==> config.mk <==
export PLATFORM = sky130hd
export DESIGN_NAME = branch_target_buffer
export DESIGN_NICKNAME = d
export VERILOG_FILES = /design/src/rtl/branch_target_buffer.sv
export SDC_FILE = /design/constraint.sdc
export NUM_CORES = 1
export LEC_CHECK = 0
export BUFFER_PORTS_ARGS = -buffer_cell sky130_fd_sc_hd__buf_2
export CAP_MARGIN = 20
export CORE_MARGIN = 2
export CORE_UTILIZATION = 34
export DETAILED_ROUTE_END_ITERATION = 8
export PLACE_DENSITY = 0.47
export SLEW_MARGIN = 25
export SYNTH_ARGS = -nofsm -noshare
export SYNTH_HDL_FRONTEND = slang
export SYNTH_SLANG_ARGS = --single-unit
==> constraint.sdc <==
create_clock -name clk -period 11.95 [get_ports clk]
set_input_delay 2.39 -clock clk [delete_from_list [all_inputs] [get_ports clk]]
set_output_delay 2.39 -clock clk [all_outputs]
set_load 0.01 [all_outputs]
==> src/rtl/branch_target_buffer.sv <==
// branch_target_buffer: direct-mapped BTB with saturating direction counters.
// Optional hit/misprediction statistics are compiled in with BTB_STATS_EN.
module branch_target_buffer #(
    parameter int XLEN    = 32,
    parameter int ENTRIES = 16,
    parameter int CTR_W   = 2
) (
    input  logic            clk,
    input  logic            rst_n,
    input  logic            lookup_en,
    input  logic [XLEN-1:0] lookup_pc,
    output logic            pred_hit,
    output logic            pred_taken,
    output logic [XLEN-1:0] pred_target,
    input  logic            upd_valid,
    input  logic [XLEN-1:0] upd_pc,
    input  logic            upd_taken,
    input  logic [XLEN-1:0] upd_target,
    input  logic            flush,
    output logic [31:0]     stat_hits,
    output logic [31:0]     stat_mispred
);
    localparam int IDX_W = $clog2(ENTRIES);
    localparam int TAG_W = XLEN - IDX_W - 2;
    localparam logic [CTR_W-1:0] CTR_WEAK = CTR_W'(1) << (CTR_W - 1);
    localparam logic [CTR_W-1:0] CTR_MAX = '1;

    logic [ENTRIES-1:0] valid;
    logic [TAG_W-1:0]   tags    [ENTRIES];
    logic [XLEN-1:0]    targets [ENTRIES];
    logic [CTR_W-1:0]   ctrs    [ENTRIES];

    logic [IDX_W-1:0] l_idx, u_idx;
    logic [TAG_W-1:0] l_tag, u_tag;
    logic             u_hit, u_pred_taken, mispred;
    logic [CTR_W-1:0] u_ctr, ctr_next;

    always_comb begin
        l_idx        = lookup_pc[IDX_W+1:2];
        l_tag        = lookup_pc[XLEN-1:IDX_W+2];
        u_idx        = upd_pc[IDX_W+1:2];
        u_tag        = upd_pc[XLEN-1:IDX_W+2];
        pred_hit     = valid[l_idx] && tags[l_idx] == l_tag;
        pred_taken   = pred_hit && ctrs[l_idx][CTR_W-1];
        pred_target  = pred_hit ? targets[l_idx] : '0;
        u_hit        = valid[u_idx] && tags[u_idx] == u_tag;
        u_ctr        = ctrs[u_idx];
        u_pred_taken = u_hit && u_ctr[CTR_W-1];
        mispred      = (u_pred_taken != upd_taken) ||
                       (u_pred_taken && upd_taken && targets[u_idx] != upd_target);
        ctr_next     = upd_taken ? (u_ctr == CTR_MAX ? u_ctr : u_ctr + CTR_W'(1))
                                 : (u_ctr == '0 ? u_ctr : u_ctr - CTR_W'(1));
    end

    // Flush only drops valid bits; a coincident update is discarded.
    always_ff @(posedge clk or negedge rst_n) begin
        if (!rst_n) begin
            valid <= '0;
            for (int i = 0; i < ENTRIES; i++) begin
                tags[i]    <= '0;
                targets[i] <= '0;
                ctrs[i]    <= '0;
            end
        end else if (flush) begin
            valid <= '0;
        end else if (upd_valid) begin
            if (u_hit) begin
                ctrs[u_idx] <= ctr_next;
                if (upd_taken)
                    targets[u_idx] <= upd_target;
            end else if (upd_taken) begin
                valid[u_idx]   <= 1'b1;
                tags[u_idx]    <= u_tag;
                targets[u_idx] <= upd_target;
                ctrs[u_idx]    <= CTR_WEAK;
            end
        end
    end

    logic unused_pc_bits;
    assign unused_pc_bits = ^{lookup_pc[1:0], upd_pc[1:0]};

`ifdef BTB_STATS_EN
    logic [31:0] hits, mispreds;

    always_ff @(posedge clk or negedge rst_n) begin
        if (!rst_n) begin
            hits     <= '0;
            mispreds <= '0;
        end else begin
            if (lookup_en && pred_hit && hits != '1)
                hits <= hits + 32'd1;
            if (upd_valid && !flush && mispred && mispreds != '1)
                mispreds <= mispreds + 32'd1;
        end
    end

    assign stat_hits    = hits;
    assign stat_mispred = mispreds;
`else
    logic unused_stats;
    assign unused_stats = lookup_en ^ mispred;
    assign stat_hits    = '0;
    assign stat_mispred = '0;
`endif
endmodule

==> reports/qor.yml, run 1 <==
maxSlewHeadroom: 0.269
clockPowerShare: 0.405
vias_per_cell: 5.60
p_leak_nw: 25.1
die_h_um: 384
drv_cap: 0
finalSetupViolCount: 0
status: "finished clean"
reg2regPathDepth: 11
worst_slew_pin_slew_ps: 1100
firstDrtPassIters: 7
initial_utilization: 0.342
drv_slew: 0
syn_area_sq_um: 49100
clock-root-buffer: "clkbuf_16"
core_sq_um: 143000
grt_max_degree: 189
finalNetCount: 3269
drc_errors: 0
chipWidth_um: 384
place_hpwl_mm: 84.1
hold_depth: 1
wl_per_cell_um: 28.9
yosysSeqAreaShare: 0.498
layout_min_cycle_time_ps: 9080
post_cts_buffers: 0
seqPwrFrac: 0.451
cts_sinks: 976
worstPathMaxFanout: 66
ctsHoldBuffers: 0
place_congestion: 0.779
cts_buffer_depth: 3
rsz0062_at_grt: "no"
synthCells: 3151
fillerInstances: 13100
critPathArrivalTime_ps: 6690
peakVddDrop_mv: 0.117
ioPinCount: 200
ys_seq_elements: 976
final_antenna_net_count: 0
dr.first_iter.drc_count: 1844
crit_buf_inv: 4
path_cells: "buf_8 > buf_4 > mux4_2 > mux4_2 > xnor2_1 > nand4_1 > nor4_2 > buf_4 > and3_1 > buf_2"
vias: 28900
ctsResizeCount: 0
cp.required_ps: 9560
numPortBuffers: 130
dieArea_sq_um: 147000
p_comb_frac: 0.144
worst_setup_path_end_kind: "output pin"
yosys.area.top_type: "dfrtp_1"
ys_types: 62
synth_ff_type: "dfrtp_1"
swShare: 0.258
fin_tns_setup_ps: 0
cp_slowest_cell: "buf_4"
clk_pin_slew_ps: 60
power_density_nw_per_um2: 160
synth_edf_count: 0
synth.area.top_cells: "dfrtp_1 (50%), mux4_2 (18%), mux2_2 (17%)"
path_depth: 10
area_delta_synth_final_pct: 12.8
dp_cells: 4950
worstSetupStartpointType: "primary input"
yosys_warnings: 0
async_reset_ff_frac: 1.00
postSynthAreaPerCell_sq_um: 15.6
yosysTopAreaCellShare: 0.498
post_layout_nonfiller_instances: 5172
fp-row-count: 139
cts_buffers: 114
power.internal_mw: 6.58
insertion_delay_ps: 750
path_delay_family: "buffers and inverters"
final.period_utilization: 0.759
path_class: "primary input to output pin"
hold_viol: 0
p_switching_mw: 2.29
fmax_ghz: 0.110
grt_pass1_vias: 31600
tritoncts: "yes"
hold_path.class: "flop to flop"
routed_wl_mm: 149
grtUsageTotal: 0.204
skew_ps: 36.3
overflow: 0
htree_levels: 3
cpPeakStageDelay_ps: 630
drive_above_1_share: 0.487
grt_first_pass_wirelength_mm: 221
antenna_found_initial: 27
-- kinds of logic after synthesis --
logic type,after synthesis,synth area share
other,1,0.0000764
buffers and inverters,369,0.0375
and+or+nand+nor,201,0.0229
AOI/OAI and AO/OA,152,0.0210
xor gates and xnor gates,57,0.0102
muxes,1394,0.411
adders and majority gates,1,0.000204
DFF,976,0.498
-- final timing paths --
check	startpoint	to	slack [ps]
setup / recovery	lookup_pc[2]	pred_target[1]	2870
hold / removal	targets[353]	targets[353]	500
setup reg to reg	tags[266]	tags[354]	6960
hold reg to reg	targets[353]	targets[353]	500
max in group asynchronous	rst_n	targets[133]	8050
min in group asynchronous	rst_n	tags[404]	1630
-- power by group through the flow --
stage | clock [mW] | sequential [mW] | combinational (mW)
global route | 3.85 | 4.05 | 1.38
floorplan | 0 | 3.95 | 0.971
detailed placement | 0 | 4.05 | 1.29
global placement | 0 | 4.01 | 1.25
CTS | 3.69 | 3.99 | 1.30
finish | 3.59 | 4.00 | 1.28
-- synthesized netlist by cell type, types with 4 or more instances --
master,instances
mux2_4,37
mux4_2,391
nand2b_1,4
inv_1,11
o22a_1,16
mux2i_1,69
nor2b_1,16
buf_6,11
and4_1,4
o21ai_0,43
nor2_4,7
o211ai_1,4
nor3_1,6
buf_4,82
mux2_1,153
a21oi_1,14
a21o_1,16
a22oi_1,17
nand4_1,10
nand3_1,16
a221o_1,5
a211oi_1,7
o22ai_1,11
or3_1,4
nor4b_1,4
xor2_1,20
buf_2,43
nor2_1,36
mux2_2,744
buf_1,37
nor2_2,4
nand2_1,39
xnor2_1,37
dfrtp_1,976
and3_1,42
clkbuf_1,183
-- layer usage --
metal | routed length, um | track usage
met3 | 7050 | 0.0321
met1 | 64700 | 0.274
met2 | 73100 | 0.338
met5 | 157 | 0
met4 | 4450 | 0.0656
-- state kept, by name, summed over array words and instances, names as in the netlist --
register and cells:
ctrs 32, tags 416, targets 512, valid 16
-- worst register-to-register path: cells and delay by family (launching register included) --
family | cells | cell delay [ps]
and+or+nand+nor | 3 | 890
muxes | 3 | 1140
xor gates and xnor gates | 1 | 530
buffers and inverters | 2 | 910
AOI/OAI and AO/OA | 2 | 1030
DFF | 1 | 400
-- metrics by stage --
| stage | cell area (sq um) | worst slack (ps) | total power, mW | util | hold WS (ps) |
|---|---|---|---|---|---|
| 2_1_floorplan | 49300 | 3860 | 4.92 | - | 461 |
| 3_3_place_gp | 51300 | 2700 | 5.26 | 0.358 | 480 |
| 3_5_place_dp | 51300 | 2720 | 5.35 | 0.358 | 488 |
| 4_1_cts | 55200 | 2710 | 8.98 | 0.385 | 501 |
| 5_1_grt | 55300 | 2590 | 9.28 | 0.386 | 510 |
| 6_report | 55400 | 2870 | 8.87 | 0.386 | 500 |
-- area by class of cell --
cell class	count	area, sq um	area share
Timing Repair Buffer	194	1340	0.0243
Clock buffer	169	3310	0.0598
Sequential cell	976	24400	0.441
Antenna cell	5	12.5	0.000226
Clock inverter	44	581	0.0105
Tap cell	1903	2380	0.0430
Multi-Input combinational cell	1869	23300	0.420
Inverter	12	45.0	0.000814
-- layout by cell type, fill, tap and decap left out, types with 39 or more instances in the layout --
master and instances:
dfrtp_1 976, mux2_2 744, mux4_2 391, mux2_1 153
buf_2 122, clkbuf_16 114, mux2i_1 69, conb_1 64
buf_4 54, o21ai_0 43, nand2_1 39, and3_1 39
Note: power is estimated with default switching activity, not from simulation.
==> inputs of run 2 (changes only) <==
Settings changed: PLACE_DENSITY 0.47 to 0.49.
Clock period 11.95 ns to 7.92 ns, I/O delays scaled along.
==> run 2 against run 1 <==
  * Setup slack worse by 1600 ps
  * Count of clock-buffer cells in the layout down 3
  * Utilization up 0.27 points
  * Cell area up 0.69%
  * First-iteration DRC count down 9.8%
  * Via count down 0.35%
==> reports/qor.yml, run 2 (synthesis results as in run 1) <==
post-route-cell-area_sq_um: 55700  # was 55400 sq um
finalNetCount: 3296  # was 3269
drc_errors: 0  # unchanged
path_class: "primary input to output pin"  # unchanged
routed_wl_mm: 146  # was 149 mm
core_sq_um: 143000  # unchanged
final.period_utilization: 0.845
cts_buffers: 114  # unchanged
rsz0062_at_grt: "no"  # unchanged
ctsHoldBuffers: 0  # unchanged
wl_per_cell_um: 28.0  # was 28.9 um
worst_setup_path_end_kind: "output pin"  # unchanged
top_register: "targets"  # unchanged
firstDrtPassIters: 7  # unchanged
antenna_found_initial: 22  # was 27
whs_ps: 494  # was 500 ps
htree_levels: 3  # unchanged
dieArea_sq_um: 147000  # unchanged
p_comb_frac: 0.144  # about the same
area_delta_synth_final_pct: 13.6  # was 12.8%
reg_top3: "targets (512), tags (416), ctrs (32)"  # unchanged
drv_cap: 0  # unchanged
layout_min_cycle_time_ps: 6690
clock-root-buffer: "clkbuf_16"  # unchanged
chipWidth_um: 384  # unchanged
swShare: 0.256  # was 0.258
seqPwrFrac: 0.448  # was 0.451
fp-row-count: 139  # unchanged
power.internal_mw: 10.0  # was 6.58 mW
grt_first_pass_wirelength_mm: 217  # was 221 mm
hold_viol: 0  # unchanged
maxSlewHeadroom: 0.316  # was 0.269
ctsResizeCount: 0  # unchanged
cp.required_ps: 6340  # was 9560 ps
vias: 28800  # was 28900
die_h_um: 384  # unchanged
drv_slew: 0  # unchanged
place_hpwl_mm: 84.4  # was 84.1 mm
finalSetupViolCount: 0  # unchanged
p_leak_nw: 25.3  # was 25.1 nW
vias_per_cell: 5.55  # was 5.60
numPortBuffers: 130  # unchanged
hold_path.class: "flop to flop"  # unchanged
dr.first_iter.drc_count: 1663  # was 1844
dpl-instance-area_sq_um: 51600  # was 51300 sq um
worstPathMaxFanout: 42  # was 66
drive_above_1_share: 0.494  # was 0.487
worst_slew_pin_slew_ps: 1020  # was 1100 ps
tritoncts: "yes"  # unchanged
pre_cts_slack_ps: 1130  # was 2720 ps
insertion_delay_ps: 770  # was 750 ps
final_common_cell: "dfrtp_1"  # unchanged
overflow: 0  # unchanged
ioPinCount: 200  # unchanged
grt_max_degree: 194  # was 189
place_congestion: 0.780  # was 0.779
fin_ws_ps: 1230  # was 2870 ps
peakVddDrop_mv: 0.186  # was 0.117 mV
power_density_nw_per_um2: 242  # was 160 nW/um^2
post_cts_buffers: 0  # unchanged
initial_utilization: 0.342  # unchanged
p_switching_mw: 3.46  # was 2.29 mW
worstSetupStartpointType: "primary input"  # unchanged
critPathArrivalTime_ps: 5110  # was 6690 ps
fin_tns_setup_ps: 0  # unchanged
layout_common_cells: "dfrtp_1 (976), mux2_2 (744), mux4_2 (391), mux2_1 (153), buf_2 (122)"  # unchanged
skew_ps: 60.8  # was 36.3 ps
status: "finished clean"  # unchanged
largest_reg_flops: 512  # unchanged
grt_pass1_vias: 31800  # was 31600
cts_buffer_depth: 3  # unchanged
fmax_ghz: 0.149
cts_sinks: 976  # unchanged
clk_pin_slew_ps: 60  # about the same
final_antenna_net_count: 0  # unchanged
grtUsageTotal: 0.199  # was 0.204
clockPowerShare: 0.409  # was 0.405
[run 2: power by group through the flow]
stage | clock (mW) | combinational [mW] | sequential, mW
2_1_floorplan | 0 | 1.46 | 5.96
5_1_grt | 5.87 | 2.09 | 6.11
4_1_cts | 5.67 | 1.96 | 6.03
6_report | 5.51 | 1.94 | 6.04
3_5_place_dp | 0 | 1.96 | 6.11
3_3_place_gp | 0 | 1.89 | 6.04
[run 2: worst paths after layout]
path	from	end	slack (ps)	cells past startpoint
worst max-delay path	lookup_pc[2]	pred_target[3]	1230	10
worst min-delay path	valid[9]	valid[9]	490	1
worst max register to register	tags[6]	tags[332]	2900	11
worst min register to register	valid[9]	valid[9]	490	1
max in group asynchronous	rst_n	targets[157]	5400	3
min in group asynchronous	rst_n	tags[171]	880	1
[run 2: metal layers]
layer,share of wire,track usage,wire length [um],up-vias
met1,0.43,0.268,63100,15900
li1,-,-,-,11900
met2,0.49,0.328,71300,795
met5,0.00067,0,98,-
met4,0.026,0.0560,3760,16
met3,0.051,0.0370,7440,243
[run 2: area by class of cell]
cell class              count  area, sq um
inverters                  12         45.0
diodes                      5         12.5
clock buffers             166         3360
multi-input cells        1869        23200
well taps                1903         2380
flip-flops and latches    976        24400
fillers                 13200        87700
repair buffers            221         1660
clock inverters            48          652
[run 2: through the flow]
stage,total power [mW],util,cells
5_1_grt,14.1,0.388,5196
4_1_cts,13.7,0.388,5190
6_report,13.5,0.388,5200
2_1_floorplan,7.42,-,3214
3_3_place_gp,7.93,0.359,4974
3_5_place_dp,8.07,0.360,4976
[run 2: critical path, stage by stage]
cell	delay (ps)
buf_8	390
buf_4	390
mux4_2	550
mux4_2	490
xnor2_1	340
nand4_1	320
nor3_2	320
buf_12	240
and3_1	280
buf_2	170
